## src/rtl/audio_mix_stage.sv

```systemverilog
// Sample-rate mixer feeding audio_out: per-source gain, saturation,
// speaker idle gating and a fractional sample tick in the clk domain.
module audio_mix_stage #(
  parameter int unsigned CLK_RATE         = 27_000_000,
  parameter int unsigned SAMPLE_RATE      = 44_100,
  parameter int unsigned SPK_HOLD_SAMPLES = 4410,
  parameter logic [15:0] SPK_LEVEL        = 16'h2000
) (
  input  logic        clk,
  input  logic        reset,
  input  logic [15:0] ssp_audio_i,
  input  logic [9:0]  mb_audio_l_i,
  input  logic [9:0]  mb_audio_r_i,
  input  logic        speaker_i,
  input  logic [3:0]  ssp_gain_i,
  input  logic [3:0]  mb_gain_i,
  input  logic [3:0]  spk_gain_i,
  input  logic        mute_i,
  output logic [15:0] core_l_o,
  output logic [15:0] core_r_o,
  output logic        sample_valid_o,
  output logic        clip_o
);

  localparam int          CW   = $clog2(SPK_HOLD_SAMPLES + 1);
  localparam logic [31:0] SR   = 32'(SAMPLE_RATE);
  localparam logic [31:0] CR   = 32'(CLK_RATE);
  localparam logic [CW-1:0] HOLD = CW'(SPK_HOLD_SAMPLES);

  // tick generator
  logic [31:0] acc_q, acc_d, acc_sum;
  logic        tick;

  // speaker gate
  logic          spk_q, spk_d, spk_edge, spk_active;
  logic [CW-1:0] idle_q, idle_d;

  // stage 1: products captured at the tick edge
  logic        v1_q, v1_d, mute1_q, mute1_d;
  logic [16:0] ps_q, ps_d, pk_q, pk_d;
  logic [15:0] pml_q, pml_d, pmr_q, pmr_d;
  logic [19:0] ps_full, pk_full;
  logic [18:0] pml_full, pmr_full;

  // stage 2: sums
  logic        v2_q, v2_d, mute2_q, mute2_d;
  logic [18:0] sl_q, sl_d, sr_q, sr_d;

  // stage 3: outputs
  logic [15:0] l_q, l_d, r_q, r_d;
  logic        valid_q, valid_d, clip_q, clip_d;
  logic        sat_l, sat_r;

  // Fractional accumulator: one tick each time it crosses CLK_RATE
  always_comb begin
    acc_sum = acc_q + SR;
    tick    = (acc_sum >= CR);
    acc_d   = tick ? (acc_sum - CR) : acc_sum;
  end

  // Speaker edge detect and idle countdown; a fresh edge beats a tick
  always_comb begin
    spk_d      = speaker_i;
    spk_edge   = spk_q ^ speaker_i;
    spk_active = (idle_q != '0);
    idle_d     = idle_q;
    if (spk_edge) begin
      idle_d = HOLD;
    end else if (tick && spk_active) begin
      idle_d = idle_q - CW'(1);
    end
  end

  // Gain products from the values present in the tick cycle
  always_comb begin
    ps_full  = 20'(ssp_audio_i) * 20'(ssp_gain_i);
    pml_full = 19'({mb_audio_l_i, 5'b0}) * 19'(mb_gain_i);
    pmr_full = 19'({mb_audio_r_i, 5'b0}) * 19'(mb_gain_i);
    pk_full  = 20'(SPK_LEVEL) * 20'(spk_gain_i);
    v1_d     = tick;
    mute1_d  = tick ? mute_i : mute1_q;
    ps_d     = tick ? ps_full[19:3] : ps_q;
    pml_d    = tick ? pml_full[18:3] : pml_q;
    pmr_d    = tick ? pmr_full[18:3] : pmr_q;
    pk_d     = pk_q;
    if (tick) begin
      pk_d = (speaker_i && spk_active) ? pk_full[19:3] : '0;
    end
  end

  // Per-channel sums, wide enough that no combination can wrap
  always_comb begin
    v2_d    = v1_q;
    mute2_d = v1_q ? mute1_q : mute2_q;
    sl_d    = sl_q;
    sr_d    = sr_q;
    if (v1_q) begin
      sl_d = 19'(ps_q) + 19'(pml_q) + 19'(pk_q);
      sr_d = 19'(ps_q) + 19'(pmr_q) + 19'(pk_q);
    end
  end

  // Saturate, mute and publish; outputs hold between samples
  always_comb begin
    sat_l   = |sl_q[18:16];
    sat_r   = |sr_q[18:16];
    valid_d = v2_q;
    l_d     = l_q;
    r_d     = r_q;
    clip_d  = clip_q;
    if (v2_q) begin
      if (mute2_q) begin
        l_d = '0;
        r_d = '0;
      end else begin
        l_d    = sat_l ? 16'hFFFF : sl_q[15:0];
        r_d    = sat_r ? 16'hFFFF : sr_q[15:0];
        clip_d = clip_q | sat_l | sat_r;
      end
    end
  end

  // State registers; reset drops any sample in flight
  always_ff @(posedge clk) begin
    if (reset) begin
      acc_q   <= '0;
      spk_q   <= 1'b0;
      idle_q  <= '0;
      v1_q    <= 1'b0;
      mute1_q <= 1'b0;
      ps_q    <= '0;
      pml_q   <= '0;
      pmr_q   <= '0;
      pk_q    <= '0;
      v2_q    <= 1'b0;
      mute2_q <= 1'b0;
      sl_q    <= '0;
      sr_q    <= '0;
      l_q     <= '0;
      r_q     <= '0;
      valid_q <= 1'b0;
      clip_q  <= 1'b0;
    end else begin
      acc_q   <= acc_d;
      spk_q   <= spk_d;
      idle_q  <= idle_d;
      v1_q    <= v1_d;
      mute1_q <= mute1_d;
      ps_q    <= ps_d;
      pml_q   <= pml_d;
      pmr_q   <= pmr_d;
      pk_q    <= pk_d;
      v2_q    <= v2_d;
      mute2_q <= mute2_d;
      sl_q    <= sl_d;
      sr_q    <= sr_d;
      l_q     <= l_d;
      r_q     <= r_d;
      valid_q <= valid_d;
      clip_q  <= clip_d;
    end
  end

  assign core_l_o       = l_q;
  assign core_r_o       = r_q;
  assign sample_valid_o = valid_q;
  assign clip_o         = clip_q;

endmodule

```

## config.mk

```make
export PLATFORM = sky130hd
export DESIGN_NAME = audio_mix_stage
export DESIGN_NICKNAME = d
export VERILOG_FILES = /design/src/rtl/audio_mix_stage.sv
export SDC_FILE = /design/constraint.sdc
export NUM_CORES = 1
export LEC_CHECK = 0
export BUFFER_PORTS_ARGS = -buffer_cell sky130_fd_sc_hd__buf_4
export CAP_MARGIN = 30
export CORE_MARGIN = 3
export CORE_UTILIZATION = 45
export CTS_CLUSTER_DIAMETER = 100
export DETAILED_ROUTE_END_ITERATION = 7
export PLACE_DENSITY = 0.66
export REMOVE_ABC_BUFFERS = 1
export SLEW_MARGIN = 20
export SYNTH_ARGS = -nofsm -noshare
export SYNTH_HDL_FRONTEND = slang
export SYNTH_SLANG_ARGS = --single-unit
```

## constraint.sdc

```tcl
create_clock -name clk -period 12.4 [get_ports clk]
set_input_delay 2.48 -clock clk [delete_from_list [all_inputs] [get_ports clk]]
set_output_delay 2.48 -clock clk [all_outputs]
set_load 0.05 [all_outputs]
```

After elaboration in Yosys (flattened, before gate mapping)
Cells that the tools add are included.
{"block": "classes", "mul": 3, "n_reduce_logical": 8, "bitwise_logic": 4, "muxes": 8, "order_cmp": 1, "n_addsub": 7}
{"op": "16-bit 2-to-1 mux", "n": 4}
{"op": "18-bit by 17-bit adder with 19-bit output", "n": 2}
{"op": "17-bit by 16-bit adder with 18-bit output", "n": 2}
{"op": "32-bit by 16-bit adder with 32-bit output, second input constant", "n": 1}
{"op": "32-bit by 25-bit greater-or-equal comparator with 1-bit output, second input constant", "n": 1}
{"op": "32-bit 2-to-1 mux", "n": 1}
{"op": "32-bit by 25-bit subtractor with 32-bit output, second input constant", "n": 1}
{"op": "10-bit by 4-bit multiplier with 14-bit output", "n": 2}
{"op": "13-bit 2-to-1 mux", "n": 2}
{"op": "16-bit by 4-bit multiplier with 20-bit output", "n": 1}
{"op": "14-bit 2-to-1 mux", "n": 1}
{"op": "13-bit nonzero test", "n": 1}
{"op": "13-bit by 1-bit subtractor with 13-bit output, second input constant", "n": 1}
{"op": "3-bit OR reduction", "n": 2}
{"op": "1-bit logical AND", "n": 2}
{"op": "1-bit OR", "n": 2}
{"op": "2-bit AND reduction", "n": 1}
{"op": "2-bit nonzero test", "n": 1}
{"op": "2-bit OR reduction", "n": 1}
{"op": "1-bit NOT", "n": 1}
{"op": "1-bit XOR", "n": 1}
{"block": "word_totals", "regBits": 184, "elab_cells": 49, "output_inout_bits": 34}

Longest topological paths before layout
{"block": "depth", "depth_word": 5, "depth_mapped": 17, "depth_no_buf": 16}

Worst setup path after synthesis
Ideal clock, no wire load.
{"block": "synth_timing", "kind": "input to register", "startpoint": "input port mb_gain_i[3]", "endpoint": "register pml_q[15]", "path_stages": 16, "slack_ps": 6337, "arrival_ps": 5985, "t_required_ps": 12322, "cell_sequence": "clkbuf_1 -> nand2_1 -> fa_1 -> fa_1 -> inv_1 -> ha_1 -> a21o_1 -> a21oi_1 -> o21bai_1 -> a21oi_1 -> o21bai_1 -> a211o_1 -> a2111oi_0 -> nor3_1 -> mux2i_1 -> nor3_1"}
{"block": "synth_between", "elab_chain_cells": 1}
{"item": "start: declaration", "line_no": "16", "rtl": "input logic [3:0] mb_gain_i,"}
{"item": "10-bit by 4-bit multiplier with 14-bit output", "line_no": "77", "rtl": "pml_full = 19'({mb_audio_l_i, 5'b0}) * 19'(mb_gain_i);"}
{"item": "end signal: assignment", "line_no": "150", "rtl": "pml_q <= pml_d;"}
{"item": "end: declaration", "line_no": "41", "rtl": "logic [15:0] pml_q, pml_d, pmr_q, pmr_d;"}
No other way between the ends.
A chain may end at the register's enable or synchronous reset.

Worst setup path after layout
{"block": "layout_timing", "startpoint": "input port ssp_gain_i[3]", "endpoint": "register ps_q[15]"}
{"block": "layout_between", "elab_chain_cells": 1}
{"item": "start: declaration", "line_no": "15", "rtl": "input logic [3:0] ssp_gain_i,"}
{"item": "16-bit by 4-bit multiplier with 20-bit output", "line_no": "76", "rtl": "ps_full = 20'(ssp_audio_i) * 20'(ssp_gain_i);"}
{"item": "end signal: assignment", "line_no": "149", "rtl": "ps_q <= ps_d;"}
{"item": "end: declaration", "line_no": "40", "rtl": "logic [16:0] ps_q, ps_d, pk_q, pk_d;"}
No other way between the ends.

==> out/summary.txt <==
Status: complete, no violations
Fin crit share: 47.6%
Worst EP arrival: 6.26 ns
Via density: 5.22
Cell Area, Synth: 0.0131 mm²
Fillers: 2738
Post-route setup TNS: 0 ns
Max Clock Skew: 0.00923 ns
Synth Flop Type: dfxtp_1
Layout area overhead: 11.2%
Post-DP HPWL: 22000 µm
Final setup fails: 0
Crit-path most repeated cell: fa_1
Post-route ant nets: 0
Placed cells: 1988
Largest net degree at the start of global routing: 82
Initial Util: 46.5%
Pwr dens: 210 mW/mm²
Worst setup EP type: flip-flop
Worst path bufs/invs: 3
Met3 GRT Util: 2.51%
Core Box Area: 0.0282 mm²
Vias in the first global route: 10.2k
Rel. slew slack: 45.9%
CTS buffer count: 17
Met2 global-route usage: 29.5%
Gr usage total: 19.0%
Sequential share of the synthesized area: 25.2%
Data required, critical path: 12.75 ns
Critical path's slowest cell: fa_1
# diodes: 0
Multiplexer area fraction after synthesis: 5.13%
Yosys cell types: 79
Simple-gate area share of the yosys netlist: 23.1%
Root buffer cell: clkbuf_16
EDFF count, synth: 0
Post-synth ARST share: 0%
Area of the die: 0.0313 mm²
Drt pass-1 iters: 5
Total power: 3.07 mW
First-pass GRT wire length: 49600 µm
Critical Path Max Stage Delay: 0.56 ns
Pre-CTS worst setup slack: 6.07 ns
Clock latency on the worst-skew pair: 0.43 ns
Final hold violation count: 0
P_leak: 6.70 nW
Worst slew pin tran: 0.812 ns
Comb power frac: 53.9%
Clock power share: 17.8%
Pint: 1.73 mW
Residual DRC: 0
CTS tree: built
Global Route met1 Usage: 28.1%
NumNets Final: 1861
Count of input and output buffers: 85
RSZ-0062 raised after global routing: no
FP Rows: 61
Max-cap viol count: 0
Yosys warns: 0
Vias: 10.6k
Max IR drop VDD: 0.000124 V
H-tree levels: 4
Clock sinks: 165
Cell Chain, Critical Path: buf_4 -> nand2_1 -> fa_1 -> inv_1 -> fa_1 -> inv_1 -> fa_1 -> nor2b_1 -> o21ai_0 -> a21boi_0 -> o211ai_1 -> a31o_2 -> o2111ai_1 -> a21oi_1 -> xnor2_1 -> nand2_1 -> a21oi_1
Minimum clock period: 5.91 ns
Max FO, Critical Path: 16
Non-filler cells, final: 2020
Average size of a mapped cell: 8.22 µm²
Initial antenna violation count: 0
Synth Area in Compound Gates: 12.3%
Worst-case clock buffer depth: 2
Crit start category: primary input
Final max-slew violation count: 0
Fmax: 169 MHz
Top Family by Delay on Critical Path: adder cells
Psw: 1.34 mW
Share of cells above drive strength 1: 9.99%
Initial drt markers: 574
WL final: 28900 µm
Worst-path clk slew: 0.06 ns
Die X-Extent: 177 µm
Post-CTS Setup Inserts: 0
WHS: 0.458 ns
Total global routing overflow: 0
Post-Synth Adder-Cell Area: 21.1%
Routed WL per cell: 14.3 µm
Xor/xnor share of the synthesized area: 7.14%
Crit Path Category: primary input to flip-flop
Dpl cell area: 0.0140 mm²
Post-CTS Resized: 0
Post-CTS Hold Buffers: 0
Routability Congestion: 0.868
HP Class: flip-flop to flip-flop
Die Span Y: 177 µm
Cells after Synth: 1597
Final Instance Area: 0.0146 mm²
Sw frac: 43.6%
Worst setup margin: 6.49 ns
GRT Max-Usage Layer: met2
Yosys reg bits: 165
Final core occ: 51.7%
Boundary Pins: 86
Largest family of logic cells by synthesized area: simple AND/OR/NAND/NOR gates
Sequential share of power: 28.3%
-- cell type report --
type	count	area, µm²	share of cell area (%)
sequential	165	3310	22.6
clock inverter	9	154	1.05
inverter	126	473	3.24
multi-input combinational	1228	9030	61.8
timing repair buffer	92	723	4.95
clock buffer	22	444	3.04
tap	378	473	3.24
-- worst paths after layout --
| check | startpoint | to | slack [ns] | depth (start not counted) |
|---|---|---|---|---|
| min | mute1_q | mute1_q | 0.46 | 2 |
| min reg2reg | mute1_q | mute1_q | 0.46 | 2 |
| max reg2reg | acc_q[2] | acc_q[11] | 7.52 | 12 |
| max | ssp_gain_i[3] | ps_q[15] | 6.49 | 17 |
-- Yosys cell counts, drive strengths merged (9+ instances only) --
library cell,n,area share [%]
dfxtp,165,25
fa,70,11
inv,126,3.6
or2,15,0.71
and3,14,0.67
xnor2,82,5.5
nor2b,11,0.52
clkbuf,54,1.6
or3,12,0.57
a21o,11,0.63
a21oi,110,4.3
o21bai,19,1.1
buf,24,0.99
nand2,175,5.0
a211oi,19,1.2
mux2i,65,5.0
nand3,30,1.1
xor2,25,1.7
and2,84,4.0
nor2,211,6.0
ha,109,10
nor3,31,1.3
o31ai,9,0.51
o21ai,20,0.76
-- metal layers --
layer | routed length (µm) | vias up
li1 | - | 5382
met1 | 15000 | 4974
met2 | 12700 | 179
met3 | 941 | 19
met4 | 252 | 0
met5 | 0 | -
-- flip-flops by register name, indices dropped and copies added, names as in the netlist --
signal	count
core_l_o	16
sr_q	16
idle_q	13
v1_q	1
pml_q	14
mute2_q	1
pmr_q	14
sample_valid_o	1
ps_q	17
clip_o	1
pk_q	4
sl_q	18
core_r_o	16
spk_q	1
mute1_q	1
v2_q	1
acc_q	30
-- placed cells by master, fill, tap and decap left out, drive strengths merged, types with 7 or more instances in the layout --
| cell type | instances |
|---|---|
| a211oi | 19 |
| a21o | 11 |
| a21oi | 110 |
| a31oi | 7 |
| and2 | 84 |
| and3 | 14 |
| buf | 92 |
| clkbuf | 22 |
| dfxtp | 165 |
| fa | 70 |
| ha | 109 |
| inv | 126 |
| mux2i | 65 |
| nand2 | 175 |
| nand3 | 30 |
| nor2 | 211 |
| nor2b | 11 |
| nor3 | 31 |
| nor4 | 7 |
| o21ai | 20 |
| o21bai | 19 |
| o31ai | 9 |
| or2 | 15 |
| or3 | 12 |
| or4 | 7 |
| xnor2 | 82 |
| xor2 | 25 |
-- worst min-delay path, cell delays in order, from the launching register on --
cell and delay (ns):
dfxtp_1 0.31, nand2_1 0.05, a21oi_1 0.05
-- logic make-up (layout without fill, tap and decap cells) --
| kind of cell | count (synthesis) | in the layout |
|---|---|---|
| flip-flops | 165 | 165 |
| adder cells (fa/ha/maj) | 179 | 179 |
| buffers and inverters | 204 | 249 |
| multiplexers | 67 | 67 |
| AND/OR/NAND/NOR | 630 | 630 |
| AO/OA/AOI/OAI | 245 | 245 |
| XOR/XNOR | 107 | 107 |
-- power by group through the flow --
| stage | sequential, mW | combinational, mW | clock [mW] |
|---|---|---|---|
| after floorplan | 0.897 | 1.22 | 0 |
| after CTS | 0.874 | 1.65 | 0.560 |
| after detailed placement | 0.883 | 1.63 | 0 |
| final | 0.868 | 1.66 | 0.547 |
| after global placement | 0.893 | 1.59 | 0 |
| after global routing | 0.896 | 1.88 | 0.583 |
No activity file was read; power rests on OpenSTA's default activity.
